===== config.mk =====
export PLATFORM = sky130hd
export DESIGN_NAME = ram_vector_alu_flat
export DESIGN_NICKNAME = d
export VERILOG_FILES = /design/src/rtl/ram_vector_alu_if.sv /design/src/rtl/ram_vector_alu.sv /design/src/flat_wrapper.sv
export SDC_FILE = /design/constraint.sdc
export NUM_CORES = 1
export LEC_CHECK = 0
export ABC_AREA = 1
export CELL_PAD_IN_SITES_DETAIL_PLACEMENT = 2
export CELL_PAD_IN_SITES_GLOBAL_PLACEMENT = 2
export CORE_MARGIN = 10
export CORE_UTILIZATION = 35
export DETAILED_ROUTE_END_ITERATION = 6
export DONT_BUFFER_PORTS = 1
export GPL_TIMING_DRIVEN = 0
export PLACE_DENSITY = 0.74
export SLEW_MARGIN = 0
export SYNTH_ARGS = -nofsm -noshare
export SYNTH_HDL_FRONTEND = slang
export SYNTH_SLANG_ARGS = --single-unit
export TNS_END_PERCENT = 100

===== constraint.sdc =====
create_clock -name clk -period 5.4 [get_ports clk]
set_input_delay 0.81 -clock clk [delete_from_list [all_inputs] [get_ports clk]]
set_output_delay 0.81 -clock clk [all_outputs]
set_load 0.05 [all_outputs]

===== src/rtl/ram_vector_alu_if.sv =====
// Command, RAM-port and status bundle between the vector ALU and its environment.
// Ports: command (start/op/src_a/src_b/dst/length), RAM read data in, RAM read/write addresses,
//        write enable/data out, and busy/done/overflow status out. _i/_o are seen from the ALU.
interface ram_vector_alu_if #(
    parameter int DATA_WIDTH = 16,
    parameter int ADDR_WIDTH = 8
);
    logic                         start_i;
    logic [1:0]                   op_i;
    logic [ADDR_WIDTH-1:0]        src_a_i;
    logic [ADDR_WIDTH-1:0]        src_b_i;
    logic [ADDR_WIDTH-1:0]        dst_i;
    logic [ADDR_WIDTH-1:0]        length_i;
    logic signed [DATA_WIDTH-1:0] rd_data0_i;
    logic signed [DATA_WIDTH-1:0] rd_data1_i;
    logic [ADDR_WIDTH-1:0]        rd_addr0_o;
    logic [ADDR_WIDTH-1:0]        rd_addr1_o;
    logic                         wr_en_o;
    logic [ADDR_WIDTH-1:0]        wr_addr_o;
    logic signed [DATA_WIDTH-1:0] wr_data_o;
    logic                         busy_o;
    logic                         done_o;
    logic                         overflow_o;

    // The ALU itself.
    modport slave (
        input  start_i, op_i, src_a_i, src_b_i, dst_i, length_i, rd_data0_i, rd_data1_i,
        output rd_addr0_o, rd_addr1_o, wr_en_o, wr_addr_o, wr_data_o, busy_o, done_o, overflow_o
    );

    // Sequencer plus RAM: issues commands, returns read data, consumes writes.
    modport master (
        output start_i, op_i, src_a_i, src_b_i, dst_i, length_i, rd_data0_i, rd_data1_i,
        input  rd_addr0_o, rd_addr1_o, wr_en_o, wr_addr_o, wr_data_o, busy_o, done_o, overflow_o
    );
endinterface


===== src/rtl/ram_vector_alu.sv =====
// Vector execute stage behind a dual-read/single-write RAM: saturating ADD/SUB, fixed-point MUL, MAC.
// Ports: clk, rst (async, active high), bus (ram_vector_alu_if.slave: command, RAM ports, status).
// Latency start->done: 3N+1 (ADD/SUB/MUL), 2N+2 (MAC), 1 (N=0); start is ignored while busy.
module ram_vector_alu #(
    parameter int DATA_WIDTH = 16,
    parameter int ADDR_WIDTH = 8,
    parameter int FRAC_BITS  = 8
) (
    input  logic            clk,
    input  logic            rst,
    ram_vector_alu_if.slave bus
);
    localparam int PRD_W = 2 * DATA_WIDTH;
    // Wide enough for 2^ADDR_WIDTH full-scale products, so the MAC accumulator cannot wrap.
    localparam int ACC_W = 2 * DATA_WIDTH + ADDR_WIDTH;

    localparam logic [1:0] OP_ADD = 2'b00;
    localparam logic [1:0] OP_SUB = 2'b01;
    localparam logic [1:0] OP_MUL = 2'b10;
    localparam logic [1:0] OP_MAC = 2'b11;

    typedef enum logic [2:0] {
        S_IDLE,
        S_FETCH,
        S_EXEC,
        S_WRITE,
        S_DONE
    } state_t;

    state_t                       state_q;
    logic [1:0]                   op_q;
    logic [ADDR_WIDTH-1:0]        src_a_q;
    logic [ADDR_WIDTH-1:0]        src_b_q;
    logic [ADDR_WIDTH-1:0]        dst_q;
    logic [ADDR_WIDTH-1:0]        len_q;
    logic [ADDR_WIDTH-1:0]        k_q;
    logic signed [ACC_W-1:0]      acc_q;
    logic [ADDR_WIDTH-1:0]        rd_addr0_q;
    logic [ADDR_WIDTH-1:0]        rd_addr1_q;
    logic                         we_q;
    logic [ADDR_WIDTH-1:0]        wr_addr_q;
    logic signed [DATA_WIDTH-1:0] wr_data_q;
    logic                         busy_q;
    logic                         done_q;
    logic                         ovf_q;

    logic [ADDR_WIDTH-1:0]        k_next;
    logic                         last_elem;
    logic signed [PRD_W-1:0]      a_w;
    logic signed [PRD_W-1:0]      b_w;
    logic signed [PRD_W-1:0]      prod;
    logic signed [ACC_W-1:0]      a_x;
    logic signed [ACC_W-1:0]      b_x;
    logic signed [ACC_W-1:0]      prod_x;
    logic signed [ACC_W-1:0]      acc_d;
    logic signed [ACC_W-1:0]      wide_d;
    logic [ACC_W-DATA_WIDTH:0]    top_bits;
    logic                         sat_d;
    logic signed [DATA_WIDTH-1:0] result_d;

    // Datapath: every op is first formed exactly in ACC_W bits, then one shared saturator
    // clamps it to DATA_WIDTH.
    always_comb begin
        k_next    = k_q + ADDR_WIDTH'(1);
        last_elem = (k_next == len_q);

        // Operands widened to 2W before the multiply so the low 2W product bits are exact.
        a_w    = {{DATA_WIDTH{bus.rd_data0_i[DATA_WIDTH-1]}}, bus.rd_data0_i};
        b_w    = {{DATA_WIDTH{bus.rd_data1_i[DATA_WIDTH-1]}}, bus.rd_data1_i};
        prod   = a_w * b_w;
        a_x    = {{(ACC_W-DATA_WIDTH){bus.rd_data0_i[DATA_WIDTH-1]}}, bus.rd_data0_i};
        b_x    = {{(ACC_W-DATA_WIDTH){bus.rd_data1_i[DATA_WIDTH-1]}}, bus.rd_data1_i};
        prod_x = {{(ACC_W-PRD_W){prod[PRD_W-1]}}, prod};
        acc_d  = acc_q + prod_x;

        wide_d = a_x + b_x;
        case (op_q)
            OP_ADD:  wide_d = a_x + b_x;
            OP_SUB:  wide_d = a_x - b_x;
            OP_MUL:  wide_d = prod_x >>> FRAC_BITS;
            default: wide_d = acc_d >>> FRAC_BITS;   // MAC: scaled running sum incl. this element
        endcase

        // Value fits in DATA_WIDTH iff all bits from the result sign bit upward agree.
        top_bits = wide_d[ACC_W-1:DATA_WIDTH-1];
        sat_d    = !((&top_bits) || !(|top_bits));
        result_d = wide_d[DATA_WIDTH-1:0];
        if (sat_d) begin
            result_d = wide_d[ACC_W-1] ? {1'b1, {(DATA_WIDTH-1){1'b0}}}
                                       : {1'b0, {(DATA_WIDTH-1){1'b1}}};
        end
    end

    always_ff @(posedge clk or posedge rst) begin
        if (rst) begin
            state_q    <= S_IDLE;
            op_q       <= OP_ADD;
            src_a_q    <= '0;
            src_b_q    <= '0;
            dst_q      <= '0;
            len_q      <= '0;
            k_q        <= '0;
            acc_q      <= '0;
            rd_addr0_q <= '0;
            rd_addr1_q <= '0;
            we_q       <= 1'b0;
            wr_addr_q  <= '0;
            wr_data_q  <= '0;
            busy_q     <= 1'b0;
            done_q     <= 1'b0;
            ovf_q      <= 1'b0;
        end else begin
            case (state_q)
                S_IDLE: begin
                    done_q <= 1'b0;
                    we_q   <= 1'b0;
                    if (bus.start_i) begin
                        op_q       <= bus.op_i;
                        src_a_q    <= bus.src_a_i;
                        src_b_q    <= bus.src_b_i;
                        dst_q      <= bus.dst_i;
                        len_q      <= bus.length_i;
                        k_q        <= '0;
                        acc_q      <= '0;
                        ovf_q      <= 1'b0;
                        busy_q     <= 1'b1;
                        rd_addr0_q <= bus.src_a_i;
                        rd_addr1_q <= bus.src_b_i;
                        if (bus.length_i == '0) begin
                            state_q <= S_DONE;
                            done_q  <= 1'b1;
                        end else begin
                            state_q <= S_FETCH;
                        end
                    end
                end
                // Addresses are already on the RAM; it captures the data at the end of this cycle.
                S_FETCH: begin
                    state_q <= S_EXEC;
                end
                S_EXEC: begin
                    if (op_q == OP_MAC) begin
                        acc_q <= acc_d;
                        k_q   <= k_next;
                        if (last_elem) begin
                            wr_data_q <= result_d;
                            wr_addr_q <= dst_q;
                            we_q      <= 1'b1;
                            ovf_q     <= ovf_q | sat_d;
                            state_q   <= S_WRITE;
                        end else begin
                            rd_addr0_q <= src_a_q + k_next;
                            rd_addr1_q <= src_b_q + k_next;
                            state_q    <= S_FETCH;
                        end
                    end else begin
                        wr_data_q <= result_d;
                        wr_addr_q <= dst_q + k_q;
                        we_q      <= 1'b1;
                        ovf_q     <= ovf_q | sat_d;
                        state_q   <= S_WRITE;
                    end
                end
                // The write lands at the end of this cycle, before the next element is fetched,
                // which keeps in-place and overlapping vectors correct.
                S_WRITE: begin
                    we_q <= 1'b0;
                    if (op_q == OP_MAC) begin
                        state_q <= S_DONE;
                        done_q  <= 1'b1;
                    end else begin
                        k_q <= k_next;
                        if (last_elem) begin
                            state_q <= S_DONE;
                            done_q  <= 1'b1;
                        end else begin
                            rd_addr0_q <= src_a_q + k_next;
                            rd_addr1_q <= src_b_q + k_next;
                            state_q    <= S_FETCH;
                        end
                    end
                end
                S_DONE: begin
                    done_q  <= 1'b0;
                    busy_q  <= 1'b0;
                    state_q <= S_IDLE;
                end
                default: begin
                    state_q <= S_IDLE;
                    we_q    <= 1'b0;
                    done_q  <= 1'b0;
                    busy_q  <= 1'b0;
                end
            endcase
        end
    end

    assign bus.rd_addr0_o = rd_addr0_q;
    assign bus.rd_addr1_o = rd_addr1_q;
    assign bus.wr_en_o    = we_q;
    assign bus.wr_addr_o  = wr_addr_q;
    assign bus.wr_data_o  = wr_data_q;
    assign bus.busy_o     = busy_q;
    assign bus.done_o     = done_q;
    assign bus.overflow_o = ovf_q;
endmodule


===== src/flat_wrapper.sv =====
// flat-port wrapper written by rule: the top's interface ports become plain ports
module ram_vector_alu_flat 
#(
    parameter int DATA_WIDTH = 16,
    parameter int ADDR_WIDTH = 8,
    parameter int FRAC_BITS  = 8
)
  (clk, rst, bus_start_i, bus_op_i, bus_src_a_i, bus_src_b_i, bus_dst_i, bus_length_i, bus_rd_data0_i, bus_rd_data1_i, bus_rd_addr0_o, bus_rd_addr1_o, bus_wr_en_o, bus_wr_addr_o, bus_wr_data_o, bus_busy_o, bus_done_o, bus_overflow_o);
  ram_vector_alu_if #(.DATA_WIDTH(DATA_WIDTH), .ADDR_WIDTH(ADDR_WIDTH)) bus_i ();
  input  logic clk;
  input  logic rst;
  input wire logic [$bits(bus_i.start_i)-1:0] bus_start_i;
  input wire logic [$bits(bus_i.op_i)-1:0] bus_op_i;
  input wire logic [$bits(bus_i.src_a_i)-1:0] bus_src_a_i;
  input wire logic [$bits(bus_i.src_b_i)-1:0] bus_src_b_i;
  input wire logic [$bits(bus_i.dst_i)-1:0] bus_dst_i;
  input wire logic [$bits(bus_i.length_i)-1:0] bus_length_i;
  input wire logic [$bits(bus_i.rd_data0_i)-1:0] bus_rd_data0_i;
  input wire logic [$bits(bus_i.rd_data1_i)-1:0] bus_rd_data1_i;
  output wire logic [$bits(bus_i.rd_addr0_o)-1:0] bus_rd_addr0_o;
  output wire logic [$bits(bus_i.rd_addr1_o)-1:0] bus_rd_addr1_o;
  output wire logic [$bits(bus_i.wr_en_o)-1:0] bus_wr_en_o;
  output wire logic [$bits(bus_i.wr_addr_o)-1:0] bus_wr_addr_o;
  output wire logic [$bits(bus_i.wr_data_o)-1:0] bus_wr_data_o;
  output wire logic [$bits(bus_i.busy_o)-1:0] bus_busy_o;
  output wire logic [$bits(bus_i.done_o)-1:0] bus_done_o;
  output wire logic [$bits(bus_i.overflow_o)-1:0] bus_overflow_o;
  assign bus_i.start_i = bus_start_i;
  assign bus_i.op_i = bus_op_i;
  assign bus_i.src_a_i = bus_src_a_i;
  assign bus_i.src_b_i = bus_src_b_i;
  assign bus_i.dst_i = bus_dst_i;
  assign bus_i.length_i = bus_length_i;
  assign bus_i.rd_data0_i = bus_rd_data0_i;
  assign bus_i.rd_data1_i = bus_rd_data1_i;
  assign bus_rd_addr0_o = bus_i.rd_addr0_o;
  assign bus_rd_addr1_o = bus_i.rd_addr1_o;
  assign bus_wr_en_o = bus_i.wr_en_o;
  assign bus_wr_addr_o = bus_i.wr_addr_o;
  assign bus_wr_data_o = bus_i.wr_data_o;
  assign bus_busy_o = bus_i.busy_o;
  assign bus_done_o = bus_i.done_o;
  assign bus_overflow_o = bus_i.overflow_o;
  ram_vector_alu #(.DATA_WIDTH(DATA_WIDTH), .ADDR_WIDTH(ADDR_WIDTH), .FRAC_BITS(FRAC_BITS)) u_core (.clk(clk), .rst(rst), .bus(bus_i));
endmodule

; ---- After elaboration in Yosys (flattened, before gate mapping)
; Index checks and enable logic that the tools add are counted.
[classes]
n_mux = 44
mul = 1
eq_ne = 14
addsub = 7
n_bitwise = 4
reduce_logical = 21
[ops]
columns = cell, count
row1 = 40-bit one-hot mux with 3 select lines, 1
row2 = 8-bit two-way mux, 13
row3 = 40-bit two-way mux, 2
row4 = 40-bit one-hot mux with 2 select lines, 1
row5 = 8-bit one-hot mux with 3 select lines, 3
row6 = 16-bit two-way mux, 4
row7 = 40-bit by 32-bit adder with 40-bit output, 1
row8 = 16-bit by 16-bit multiplier with 32-bit output, 1
row9 = 25-bit AND reduction, 1
row10 = 25-bit OR reduction, 1
row11 = 8-bit adder, 3
row12 = 16-bit by 16-bit adder with 17-bit output, 1
row13 = 16-bit by 16-bit subtractor with 17-bit output, 1
row14 = 3-bit two-way mux, 4
row15 = 3-bit one-hot mux with 4 select lines, 1
row16 = 2-bit AND reduction, 5
row17 = 1-bit two-way mux, 9
row18 = 8-bit by 1-bit adder with 8-bit output (second input constant), 1
row19 = 8-bit == test, 1
row20 = 8-bit zero test, 1
row21 = 3-bit by 2-bit == test with 1-bit output (second input constant), 2
row22 = 1-bit one-hot mux with 2 select lines, 3
row23 = 3-bit AND reduction, 2
row24 = 2-bit == test (second input constant), 2
row25 = 20 further kinds, 27
[word_totals]
ff_bits = 129

; ---- Logic depth before layout (Yosys ltp)
; Gate-level depths: netlist of run 1.
[logic_depth]
ltp_word = 11
mapped_depth = 47
mapped_depth_nobuf = 46

; ---- Least setup slack after synthesis of run 1
; OpenSTA, ideal clock, no wires.
[synth_timing]
path_type = input to register
from = in bus_rd_data0_i[15]
to = reg u_core.wr_data_q[10] (netlist: u_core.bus.wr_data_o[10])
path_buffers = 3
cell_stages = 37
setup_time_ns = 0.121
slack_ns = -2.659
arrival_time_ns = 7.938
path_cell_list = buf_2 > clkbuf_1 > nand2_1 > inv_1 > fa_1 > fa_1 > fa_1 > fa_1 > fa_1 > inv_1 > fa_1 > inv_1 > ha_1 > nand2_1 > nor2_1 > inv_1 > nor3_1 > nand2_1 > nand3_1 > nand2_1 > nand2_1 > inv_2 > ha_1 > nand2_1 > nor2_1 > nand2_1 > nor2_1 > nand4_1 > nand4_1 > nand3_1 > o21ai_1 > nand2_1 > nor2_1 > nand2_1 > a21oi_4 > buf_8 > a21oi_2
[synth_between]
elab_chain_cells = 9
[synth_rtl]
columns = item, line
row1 = start: declaration, flat_wrapper.sv:18  ; input wire logic [$bits(bus_i.rd_data0_i)-1:0] bus_rd_data0_i;
row2 = 16-bit by 16-bit multiplier with 32-bit output, ram_vector_alu.sv:70  ; prod = a_w * b_w;
row3 = 40-bit by 32-bit adder with 40-bit output, ram_vector_alu.sv:74  ; acc_d = acc_q + prod_x;
row4 = 40-bit one-hot mux with 3 select lines *, ram_vector_alu.sv:77  ; case (op_q)
row5 = 25-bit OR reduction, ram_vector_alu.sv:86  ; sat_d = !((&top_bits) || !(|top_bits));
row6 = 1-bit zero test, ram_vector_alu.sv:86
row7 = 1-bit logical OR, ram_vector_alu.sv:86
row8 = 16-bit two-way mux *, ram_vector_alu.sv:88  ; if (sat_d) begin
row9 = 16-bit two-way mux, ram_vector_alu.sv:145  ; if (last_elem) begin
row10 = 16-bit two-way mux *, ram_vector_alu.sv:142  ; if (op_q == OP_MAC) begin
row11 = end signal: assignment, ram_vector_alu.sv:146  ; wr_data_q <= result_d;
row12 = end signal: assignment, ram_vector_alu.sv:157  ; wr_data_q <= result_d;
row13 = end: declaration, ram_vector_alu.sv:42  ; logic signed [DATA_WIDTH-1:0] wr_data_q;
; Every way passes the cells marked *; elsewhere a longest branch is shown, timed or not. The select of a mux whose other input is x is not followed.
; A chain may end at the register's enable or synchronous reset.

; ---- Worst setup path after layout of run 1
[layout_timing]
from = in bus_rd_data1_i[4]
to = reg u_core.wr_data_q[1] (netlist: u_core.bus.wr_data_o[1])
[layout_between]
elab_chain_cells = 9
[layout_rtl]
columns = item, line
row1 = start: declaration, flat_wrapper.sv:19  ; input wire logic [$bits(bus_i.rd_data1_i)-1:0] bus_rd_data1_i;
row2 = 16-bit by 16-bit multiplier with 32-bit output, ram_vector_alu.sv:70
row3 = 40-bit by 32-bit adder with 40-bit output, ram_vector_alu.sv:74
row4 = 40-bit one-hot mux with 3 select lines *, ram_vector_alu.sv:77
row5 = 25-bit OR reduction, ram_vector_alu.sv:86
row6 = 1-bit zero test, ram_vector_alu.sv:86
row7 = 1-bit logical OR, ram_vector_alu.sv:86
row8 = 16-bit two-way mux *, ram_vector_alu.sv:88
row9 = 16-bit two-way mux, ram_vector_alu.sv:145
row10 = 16-bit two-way mux *, ram_vector_alu.sv:142
; Marked as above.

==> reports/results.txt, run 1 <==
Relative to the synthesized area, the layout overhead comes to 37.3%. In the routed layout, each cell is associated on average with a via count of 5.65. Ranked by total cell area, the synthesized netlist is headed by sky130_fd_sc_hd__fa_1, sky130_fd_sc_hd__nand2_1, sky130_fd_sc_hd__dfrtp_1, sky130_fd_sc_hd__inv_1, sky130_fd_sc_hd__ha_1. The area of the multi-input gates was 20100 µm². Setup repair after global routing could not meet its margin everywhere.

TritonCTS built the clock tree. The tools report the global routing usage summed across all routing layers as 30.5%. The worst setup path is captured at a flop.

The transition time at the pin with the least slew margin was 1660 ps. The mapped netlist covers 22500 µm². The initialized floorplan defines 92 standard-cell rows. Cells with a size suffix above 1 make up 31.9% of the layout. The tree is rooted in a sky130_fd_sc_hd__clkbuf_16. After detailed routing, the number of remaining DRC violations is 0. The final count of pins violating max slew was 2.

The run gives 1763 as the number of violations reported at the end of detailed-routing iteration 0. Measured on the finished design, the core utilization comes to 48.8%. The tools report the max-capacitance violation count as 1.

The number of nets still failing antenna checks after routing is 0. The sequential fraction of the synthesis area is 14.4%. The run finished, with violations left. The total congestion overflow was 0; the hold violation count in the final report was 0. The area used by sequential logic in the layout is 3230 µm². After layout, the worst path uses 161% of the clock period. The post-detailed-routing wire length came out at 132000 µm. Post-route minimum period: 8690 ps. Measured along the y axis, the die boundary spans 273 µm.

The run gives 30900 µm² as the area of all placed cells without fillers. The tools report the via count of the first global-routing pass as 27.2k. Averaged over all synthesized cells, the footprint is 6.94 µm². Timing startpoint of the critical path: bus_rd_data1_i[4].

The number of placed instances, taps included, is 4087. The via count is 24.5k. 113 I/O pins were placed.

The worst register-to-register path begins at u_core.acc_q[0]. Yosys mapped the design onto 52 distinct sky130hd cell types. The logs give 5800 ps for the required time at the endpoint of the critical path and -4040 ps for the setup slack at placement.

The final routed wire length divided by cell count came out at 30.4 µm. The worst setup path is of the in -> reg kind. The congestion estimate from routability-driven global placement came to 0.909. The clock arrives with 19.2 ps of skew. The biggest area contributor in the post-synthesis netlist is sky130_fd_sc_hd__fa_1.

Once the floorplan was initialized, standard cells occupied 35.5% of the core. Setup violations remaining at the end of the flow were counted as 50. The number of clock buffers added by TritonCTS is 17. For this run, the post-layout net count is 3993.

The logs give -12.3% for the worst max-slew margin expressed relative to the limit and 63300 µm² for the core area. The clock passes through at most 2 buffers. The post-cts hold buffer count was 0; the TritonCTS sink count was 129.

Once detailed placement completed, the half-perimeter wirelength came to 83800 µm. The final reports fail on capacitance limit, slew limit, setup timing. The initial antenna violation count was 4; the maximum number of pins on one net before global-route repair was 76. Register clock-pin slew on the reported worst setup and hold paths: 80 ps.

The count of synthesis-stage warnings from yosys was 0; the port buffer count was 0. Measured along the x axis, the die boundary spans 273 µm. The tools report the count of placed standard cells in the final layout, fillers left out as 4338. The number of nets in the synthesized netlist is 3755.

Synthesis handed over a netlist of 3240 instances. The post-synthesis register bit count works out to 129. The tools report the floorplan die area as 74800 µm². On the worst path, the slowest cell contributes a delay of 630 ps.

The final setup slack of the worst path came out at -3290 ps. The wire length of the first global-routing pass is 172000 µm, and the largest fanout on the critical path is 7. The top cell type by area accounts for 23.9% of the synthesized area. The run gives 5 as the number of detailed-routing iterations run before antenna repair.

The min-delay analysis places its worst path in the category in -> async. After filler insertion, the fill cell instance count of the layout stands at 6972. The top cell types in the final layout, fill and taps aside, are sky130_fd_sc_hd__nand2_1, sky130_fd_sc_hd__inv_1, sky130_fd_sc_hd__fa_1, sky130_fd_sc_hd__nand2_2, sky130_fd_sc_hd__buf_4. The cell with the largest stage delay on the worst path was sky130_fd_sc_hd__fa_1. STA classifies the critical path startpoint as a primary input. The clock reaches the later pin of the worst-skew pair after 480 ps.

For the worst setup path, the data arrival time is 9090 ps. Summing all placed instances gives a cell area of 24800 µm². The library cell used most frequently in the layout, excluding fill and tap cells, is sky130_fd_sc_hd__nand2_1. The H-tree was split into 4 levels. The cell that appears most often on the critical path is sky130_fd_sc_hd__inv_2.

Static timing analysis puts the maximum clock frequency at 0.115 GHz.
## cells in the mapped netlist, drive strengths merged
library cell  count
inv             754
a21oi           142
fa              268
and2             12
and3              2
a31oi            17
o21bai            8
ha              178
or2               9
a21boi            5
o21a              1
nor3             15
o2111ai           7
o22ai             4
xnor2            29
nor2            223
nor4              2
a22oi             1
xor2             32
nand2           958
o211ai            1
o311ai            1
a31o             14
nand3b            5
clkbuf           67
dfrtp           129
o21ai           116
buf              23
nand3           158
nand4            29
a221oi            1
a21o              5
mux2             21
clkinv            3
## cells by family after synthesis
family                   count (synthesis)  synth area share, %
multiplexers                            21                 1.05
adder cells (fa/ha/maj)                446                 33.8
flip-flops                             129                 14.4
XOR/XNOR                                61                 2.41
buffers and inverters                  847                 14.4
AO/OA/AOI/OAI                          323                 8.26
AND/OR/NAND/NOR                       1413                 25.8
## registers in the layout, indices dropped and copies added, names as in the netlist, 2 cells and up
| signal | flops |
|---|---|
| u_core.dst_q | 8 |
| u_core.src_b_q | 8 |
| u_core.op_q | 2 |
| u_core.bus.rd_addr0_o | 8 |
| u_core.state_q | 3 |
| u_core.bus.wr_addr_o | 8 |
| u_core.k_q | 8 |
| u_core.bus.wr_data_o | 16 |
| u_core.src_a_q | 8 |
| u_core.bus.rd_addr1_o | 8 |
| u_core.acc_q | 40 |
| u_core.len_q | 8 |
## per-layer routing
metal / routed length, µm / up-vias / global-route usage, % / share of wire, %
met5: 80 / - / 0 / 0.061
met1: 50600 / 12800 / 37.8 / 38
met3: 8610 / 457 / 4.94 / 6.5
met2: 64800 / 1029 / 53.8 / 49
li1: - / 10200 / - / -
met4: 7640 / 4 / 8.14 / 5.8
## cell type report
cell class / instances / area share (%)
diodes: 1 / 0.00810
plain buffers: 90 / 3.23
clock buffers: 17 / 1.38
clock inverters: 15 / 0.624
inverters: 757 / 9.31
multi-input cells: 2264 / 65.2
flip-flops and latches: 129 / 10.5
well taps: 846 / 3.43
repair buffers: 218 / 6.34
repair inverters: 1 / 0.0527
## critical path, delay by kind of cell
kind	cells	cell delay (ps)
AOI/OAI and AO/OA	4	620
xor gates and xnor gates	1	400
adders and majority gates	8	3830
and+or+nand+nor	18	2290
buffers and inverters	11	1110
## path summary, 6_finish.rpt
check | slack [ps] | to | cells past startpoint
setup / recovery | -3290 | u_core.bus.wr_data_o[1] | 42
hold / removal | 250 | u_core.bus.rd_addr1_o[2] | 1
setup reg to reg | 930 | u_core.bus.wr_data_o[7] | 21
hold reg to reg | 510 | u_core.src_a_q[6] | 2
max in group asynchronous | 4270 | u_core.acc_q[6] | 2
min in group clk | 490 | u_core.src_b_q[4] | 1
## per-stage QoR
stage / TNS [ps] / hold slack (ps)
global placement: -232130 / 478
finish: -120060 / 252
floorplan: -72140 / 459
global route: -123830 / 282
CTS: -86710 / 286
detailed placement: -148140 / 497
## repair_timing
item	4_1_cts	5_1_grt
setup endpoints to repair	50	50
pin swaps	245	177
gates resized for setup	634	259
buffers inserted	168	59
gates cloned	4	0
Power of run 1 is not shown: default switching activity piles up to over one toggle a cycle in this logic, so the estimate is an artifact.
==> run 2, diff against run 1 <==
--- a/config.mk
+++ b/config.mk
@@ -5,7 +5,6 @@
 export SDC_FILE = /design/constraint.sdc
 export NUM_CORES = 1
 export LEC_CHECK = 0
-export ABC_AREA = 1
 export CELL_PAD_IN_SITES_DETAIL_PLACEMENT = 2
 export CELL_PAD_IN_SITES_GLOBAL_PLACEMENT = 2
 export CORE_MARGIN = 10
@@ -13,9 +12,9 @@
 export DETAILED_ROUTE_END_ITERATION = 6
 export DONT_BUFFER_PORTS = 1
 export GPL_TIMING_DRIVEN = 0
-export PLACE_DENSITY = 0.74
+export PLACE_DENSITY = 0.69
 export SLEW_MARGIN = 0
 export SYNTH_ARGS = -nofsm -noshare
 export SYNTH_HDL_FRONTEND = slang
 export SYNTH_SLANG_ARGS = --single-unit
-export TNS_END_PERCENT = 100
+export TNS_END_PERCENT = 1
==> run 2 against run 1 <==
Against the previous run:
- the flow finishes with violations (setup timing)
- cell area decreased by 22%
- sequential share of layout area is 3.0 points higher
- clock skew is 9.1 ps lower
- maximum frequency down 4.7%
- flip-flop and latch count stayed put
- cell count shrank 25%
- hold slack worse by 17 ps
==> reports/results.txt, run 2 <==
Post-synthesis adder-cell area fraction: 36.9% (+3.1 points). The growth of design area from synthesis to finish came out at 16.6%. Dominant register cell in the synthesized netlist: sky130_fd_sc_hd__dfrtp_1. The checks that failed: setup timing. For the floorplan die area, the log shows 68900 µm² (-7.9%). Core occupancy in the finished layout: 41.4% (-7.4 points).

In this design, the largest share of critical-path delay is due to adder cells. The maximum number of pins on one net before global-route repair was 91 (+20%); the area of the multi-input gates was 16500 µm² (-18%). The chip width came out at 262 µm (-4.0%).

Total CTS buffers: 17 (unchanged). The wire length of the first global-routing pass came out at 128000 µm (-26%). For the register-to-register setup slack, the log shows 970 ps (+40 ps). The worst setup path is captured at a flop.

The final cycle utilization of the critical path works out to 169% (+8.0 points). The commonest non-fill, non-tap cell in the layout was sky130_fd_sc_hd__inv_1. The port buffer count works out to 0 (unchanged). The register bank with the most flops is u_core.acc_q.

The mapped cell area is 20600 µm² (-8.5%), and the distinct cell type count of the synthesized netlist is 97 (+87%). The post-cts hold buffer count came out at 0 (unchanged). The slowest stage of the critical path belongs to the cell sky130_fd_sc_hd__fa_1. In this run the critical register-to-register path is launched from u_core.op_q[1]. The initial antenna violation count was 5 (+1).

After synthesis, the largest family of logic cells by area is adder cells. The per-instance average area after synthesis is 8.61 µm² (+24%), and the count of synthesis-stage warnings from yosys is 0 (unchanged). The largest fanout on the critical path was 10 (+3); the worst max-slew margin expressed relative to the limit was 29.8% (+42 points). For the latest clock arrival within the worst-skew pair, the log shows 460 ps (-20 ps).

The logs give 113 (unchanged) for the top-level I/O count and 0 (unchanged) for the post-detailed-route DRC marker count. The tools report the via count of the first global-routing pass as 20.5k (-25%). Final routed wire length divided by cell count: 25.3 µm (-17%). The flip-flop count of the largest register after layout is 40 (unchanged), and the TritonCTS sink count is 129 (unchanged). Most common cell type on the critical path: sky130_fd_sc_hd__fa_1. The highest achievable clock rate is 0.110 GHz (-4.7%), and the post-synthesis register bit count is 129 (unchanged). Of all cell types, the one taking the most synthesized area is sky130_fd_sc_hd__fa_1. The compound-cell area share of the yosys netlist came out at 16.0% (+7.7 points).

The critical path buffer and inverter count was 12 (+1); the floorplan die height was 262 µm (-4.0%). The final count of negative-setup-slack endpoints is 48 (-4.0%), and the level count of the clock H-tree is 4 (unchanged). The fraction of post-synthesis cell area in the top cell type by area is 26.1% (+2.2 points), and the number of nets in the finished design is 2995 (-25%).

The tools report the number of violations reported at the end of detailed-routing iteration 0 as 940 (-47%). The post-route minimum period was 9120 ps (+432 ps). Half-perimeter wire length after detailed placement: 65400 µm (-22%). The max-capacitance violation count is 0 (-1), and the share of the synthesized netlist area taken by xor and xnor gates is 5.29% (+2.9 points). The hold violation count in the final report is 0 (unchanged). Counting instances in the post-synthesis netlist gives the leading cell types as sky130_fd_sc_hd__inv_1, sky130_fd_sc_hd__nand2_1, sky130_fd_sc_hd__fa_1. Via count: 17.8k (-27%). The proportion of synthesized area in mux cells came out at 0.839% (-0.21 points).

The worst setup path is launched from a primary input. The logs give 0 (-2) for the final count of pins violating max slew and 0 (-1) for the number of diodes. The run gives 0 (unchanged) as the total congestion overflow. The required time at the endpoint of the critical path is 5710 ps (-90 ps), and the area used by sequential logic in the layout is 3230 µm² (unchanged). The library cells used most frequently in the layout, excluding fill and tap cells, are sky130_fd_sc_hd__inv_1, sky130_fd_sc_hd__nand2_1, sky130_fd_sc_hd__fa_1, sky130_fd_sc_hd__ha_1, sky130_fd_sc_hd__dfrtp_1. Maximum root-to-sink buffer count: 2 (unchanged). Sorting the synthesized cells by area gives the leading types as sky130_fd_sc_hd__fa_1, sky130_fd_sc_hd__dfrtp_1, sky130_fd_sc_hd__ha_1, sky130_fd_sc_hd__inv_1, sky130_fd_sc_hd__nand2_1. The tools report the global routing usage summed across all routing layers as 23.8% (-6.6 points).

For the post-synthesis instance total, the log shows 2390 (-26%). The count of fill cells added during filler insertion was 6421 (-7.9%). Clock tree synthesis selected as its root buffer the cell sky130_fd_sc_hd__clkbuf_16. The longest individual stage delay on the worst path was 560 ps (-70 ps). The share of layout cells above drive strength 1 works out to 13.8% (-18 points). The share of synthesized flip-flops with an asynchronous set or reset was 100% (unchanged); the number of detailed-routing iterations run before antenna repair was 5 (unchanged). The run gives 0 (unchanged) as the number of nets still failing antenna checks after routing. TritonCTS built the clock tree.

Routability-driven placement congestion ratio: 0.878 (-3.4%). The number of enable flip-flop cells after synthesis was 0 (unchanged). The logs give 35.5% (about the same) for the effective utilization at floorplan and -3720 ps (-432 ps) for the final setup slack of the worst path. Setup repair after global routing could not meet its margin everywhere. The post-synthesis net count was 2905 (-23%); the register clock-pin slew on the reported worst setup and hold paths was 60 ps (-20 ps).

The path class of the lowest-slack min-delay path is in -> async. The worst reg2reg path endpoint was u_core.bus.wr_data_o[8]. The floorplan row count is 88 (-4.3%), and the final hold slack is 235 ps (-17.5 ps). The basic-gate share of the synthesized area counting and, or, nand and nor cells was 16.8% (-8.9 points); the count of cells along the worst register-to-register path was 10 (-52%). The tools report the arrival time at the worst endpoint as 9440 ps (+350 ps).

The transition time at the pin with the least slew margin was 1050 ps (-610 ps); the final worst clock skew was 10.1 ps (-9.14 ps). The run gives 82600 µm (-37%) as the post-detailed-routing wire length. The sequential fraction of the synthesis area was 15.7% (+1.3 points). The tools report the setup slack at placement as -5290 ps (-1250 ps).

Among all cell types in the netlist, the one instantiated most often is sky130_fd_sc_hd__inv_1. The post-detailed-route via-to-cell ratio was 5.48 (-3.0%). The flow ran to the end, but the final reports show violations. For the core area, the log shows 57900 µm² (-8.5%).

The critical path is of the in -> reg type.
[run 2: changes by cell type in the layout (fill, tap and decap cells not counted), moves of 80 or more]
| cell | change |
|---|---|
| sky130_fd_sc_hd__nand2_2 | -175 |
| sky130_fd_sc_hd__inv_1 | -299 |
| sky130_fd_sc_hd__inv_2 | -87 |
| sky130_fd_sc_hd__buf_4 | -94 |
| sky130_fd_sc_hd__and2_1 | +97 |
| sky130_fd_sc_hd__nand3_1 | -80 |
| sky130_fd_sc_hd__nand2_1 | -351 |
[run 2: worst reg2reg max path, delay by kind of cell (launching register included)]
kind            cells  cell delay [ps]
compound gates      1              120
buf+inv             5             2790
flops               1              350
simple gates        4             1080
[run 2: how the worst max path moves through the flow]
stage	to	from	cells past startpoint
finish	u_core.bus.wr_data_o[8]	bus_rd_data0_i[13]	37
global route	u_core.bus.wr_data_o[8]	bus_rd_data0_i[13]	37
CTS	u_core.bus.wr_data_o[1]	bus_rd_data0_i[15]	34
detailed placement	u_core.bus.wr_data_o[1]	bus_rd_data1_i[5]	32
global placement	u_core.bus.wr_data_o[1]	bus_rd_data1_i[5]	32
floorplan	u_core.bus.wr_data_o[1]	bus_rd_data0_i[7]	34
[run 2: timing repair]
| action | CTS | global route |
|---|---|---|
| endpoints found under the setup margin | 50 | 48 |
| cloned | 0 | 1 |
| resized for setup | 183 | 62 |
| buffers inserted | 50 | 23 |
| pin swaps | 47 | 40 |
| hold endpoints to repair | 0 | 0 |
[run 2: routing by layer]
metal | wire length, µm | track usage [%]
met4 | 1350 | 4.66
met1 | 37500 | 31.8
met5 | 13 | 0
met2 | 40500 | 40.5
met3 | 3230 | 3.22
[run 2: metrics by stage]
stage	setup TNS [ps]	area (µm²)	std cells
after detailed placement	-188080	21700	3156
after CTS	-109400	23500	3233
after floorplan	-103710	20700	2390
after global routing	-134600	24000	3258
final	-120680	24000	3258
after global placement	-278490	21700	3155
[run 2: cells by family (layout without fill, tap and decap cells)]
group	after synthesis	after routing
fa+ha+maj	446	446
compound gates	486	486
flops	129	129
simple gates	733	733
buf+inv	459	562
mux	16	16
xor+xnor	121	121
[run 2: layout make-up]
| cell class | instances | area share, % |
|---|---|---|
| Clock inverter | 12 | 0.657 |
| Timing Repair Buffer | 76 | 2.71 |
| Clock buffer | 20 | 1.90 |
| Tap cell | 765 | 3.99 |
| Buffer | 91 | 2.63 |
| Inverter | 363 | 5.71 |
| Multi-Input combinational cell | 1802 | 68.9 |
| Sequential cell | 129 | 13.5 |
Power of run 2 is left out for the same reason.
==> run 3, diff against run 2 <==
--- a/config.mk
+++ b/config.mk
@@ -5,14 +5,12 @@
 export SDC_FILE = /design/constraint.sdc
 export NUM_CORES = 1
 export LEC_CHECK = 0
-export CELL_PAD_IN_SITES_DETAIL_PLACEMENT = 2
-export CELL_PAD_IN_SITES_GLOBAL_PLACEMENT = 2
 export CORE_MARGIN = 10
 export CORE_UTILIZATION = 35
 export DETAILED_ROUTE_END_ITERATION = 6
 export DONT_BUFFER_PORTS = 1
 export GPL_TIMING_DRIVEN = 0
-export PLACE_DENSITY = 0.69
+export PLACE_DENSITY = 0.46
 export SLEW_MARGIN = 0
 export SYNTH_ARGS = -nofsm -noshare
 export SYNTH_HDL_FRONTEND = slang
==> run 3 against run 2 <==
Against the previous run:
- the flow still finishes with violations (setup timing)
- global-route usage fell by 3.8 points
- non-clock buffer count fell by 45
- routed wire length is 16% lower
- critical path type unchanged
==> reports/results.txt, run 3 (synthesis gave the netlist of run 2 again) <==
The post-detailed-route via-to-cell ratio is 5.26 (-3.9%). The met2 wire length was 32300 µm (-20%); the final count of negative-setup-slack endpoints was 48 (unchanged). The count of fill cells added during filler insertion was 5877 (-8.5%). The register-to-register setup slack was 1070 ps (+100 ps); the maximum number of pins on one net before global-route repair was 80 (-12%). The transition time at the pin with the least slew margin is 898 ps (-156 ps), and the flip-flop count of the largest register after layout is 40 (unchanged). The tools report the number of nets still failing antenna checks after routing as 0 (unchanged). The logs give 5 (unchanged) for the number of detailed-routing iterations run before antenna repair and 108000 µm (-15%) for the wire length of the first global-routing pass. Area of all placed cells without fillers: 23500 µm² (-1.9%). The arrival time at the worst endpoint is 9200 ps (-240 ps).

The post-detailed-routing wire length was 69000 µm (-16%). The highest achievable clock rate was 0.112 GHz (+2.6%); the post-route minimum period was 8890 ps (-233 ps). The number of diodes is 0 (unchanged), and the global routing usage summed across all routing layers is 20.1% (-3.8 points). The total congestion overflow was 0 (unchanged). The checks that failed: setup timing.

Routed signal wires occupy layers up through met5. The critical path in this run is classified as in -> reg. The clock tree root driver cell is sky130_fd_sc_hd__clkbuf_16. The number of violations reported at the end of detailed-routing iteration 0 is 1138 (+21%), and the port buffer count is 0 (unchanged). For the initial antenna violation count, the log shows 3 (-2). For the maximum root-to-sink buffer count, the log shows 2 (unchanged).

Final routed wire length divided by cell count: 21.5 µm (-15%). TritonCTS built the clock tree. Share of layout cells above drive strength 1: 11.9% (-1.9 points).

The post-detailed-route DRC marker count was 0 (unchanged). The floorplan die area was 68900 µm² (unchanged). The final hold slack is 338 ps (+103 ps). The worst setup path is captured at a flop. The most common cell type on the critical path is sky130_fd_sc_hd__fa_1. The register clock-pin slew on the reported worst setup and hold paths was 80 ps (+20 ps). The max-capacitance violation count is 0 (unchanged). For this design, the slowest cell found on the critical path is sky130_fd_sc_hd__fa_1. The chip width is 262 µm (unchanged).

Relative to the synthesized area, the layout overhead comes to 14.4%. The run gives 16.9k (-5.2%) as the via count. The tools report the required time at the endpoint of the critical path as 5710 ps (about the same).

The run finished, with violations left. The number of nets in the finished design was 2950 (-1.5%); the floorplan row count was 88 (unchanged). The final setup slack of the worst path came out at -3490 ps (+233 ps). The top-level I/O count is 113 (unchanged), and the half-perimeter wire length after detailed placement is 56100 µm (-14%). Effective utilization at floorplan: 35.5% (unchanged).

Total CTS buffers: 17 (unchanged). The tools report the routability-driven placement congestion ratio as 0.867 (-1.3%). Leaving out fill and tap cells, the most frequent cells in the layout are sky130_fd_sc_hd__inv_1, sky130_fd_sc_hd__nand2_1, sky130_fd_sc_hd__fa_1, sky130_fd_sc_hd__ha_1, sky130_fd_sc_hd__dfrtp_1. The path class of the lowest-slack min-delay path was in -> async. The longest individual stage delay on the worst path works out to 570 ps (about the same).

The via count of the first global-routing pass is 17.9k (-12%), and the final count of pins violating max slew is 0 (unchanged). The logs give 40.2% (+10 points) for the worst max-slew margin expressed relative to the limit and 30600 µm (-18%) for the sum of routed wire segments on met1. The hold violation count in the final report was 0 (unchanged). The latest clock arrival within the worst-skew pair came out at 460 ps (about the same). The total cell area at the placement stage is 21700 µm² (about the same). The floorplan die height works out to 262 µm (unchanged).

Setup repair after global routing could not meet its margin everywhere. The run gives 4850 µm (+50%) as the routed length on met3. The largest fanout on the critical path works out to 10 (unchanged). The register bank with the most flops was u_core.acc_q.

The level count of the clock H-tree came out at 4 (unchanged). The library cell used most frequently in the layout, excluding fill and tap cells, is sky130_fd_sc_hd__inv_1. The worst setup path is launched from a primary input. The TritonCTS sink count was 129 (unchanged); the final cycle utilization of the critical path was 165% (-4.3 points). The final worst clock skew is 18.0 ps (+7.95 ps). Core area: 57900 µm² (unchanged).
## run 3: stage by stage
step           worst slack, ps  TNS, ps  util, %  cells
6_report                 -3490  -110600     40.6   3213
5_1_grt                  -3780  -122740     40.6   3213
4_1_cts                  -3360  -107990     40.1   3207
3_5_place_dp             -5570  -188290     37.5   3156
3_3_place_gp             -5420  -287650     37.5   3155
2_1_floorplan            -3330  -103710        -   2390
## run 3: path summary, 6_finish.rpt
path,start,to,cells after the start
max,bus_rd_data0_i[5],u_core.bus.wr_data_o[8],36
min,rst,u_core.bus.rd_addr1_o[1],1
max reg2reg,u_core.k_q[0],u_core.bus.wr_data_o[10],12
min reg2reg,u_core.src_a_q[2],u_core.src_a_q[2],2
max in group asynchronous,rst,u_core.bus.wr_data_o[9],2
min in group clk,bus_src_b_i[0],u_core.src_b_q[0],2
## run 3: area by class of cell
cell class	instances	area, µm²	share of cell area (%)
Buffer	94	612	2.60
Clock buffer	17	425	1.81
Clock inverter	15	166	0.707
Inverter	363	1370	5.82
Multi-Input combinational cell	1802	16500	70.2
Sequential cell	129	3230	13.7
Tap cell	765	957	4.07
Timing Repair Buffer	28	263	1.12
## run 3: metal layers
metal | GRT usage [%] | vias to the layer above
met3 | 5.11 | 65
met4 | 4.22 | 4
met5 | 0 | -
met2 | 32.7 | 422
met1 | 26.3 | 8499
li1 | - | 7922
## run 3: worst max-delay path: cells and delay by family
kind | cells | cell delay, ps
AO/OA/AOI/OAI | 9 | 2540
buffers and inverters | 10 | 1100
XOR/XNOR | 2 | 280
AND/OR/NAND/NOR | 7 | 1170
adder cells (fa/ha/maj) | 8 | 3280
## run 3: repair_timing
item	in CTS	in global routing
setup endpoints to repair	49	49
hold buffers	0	0
resized for setup	160	61
pin swaps	36	25
hold endpoints to repair	0	0
buffers inserted	21	6
Power of run 3 is left out for the same reason.
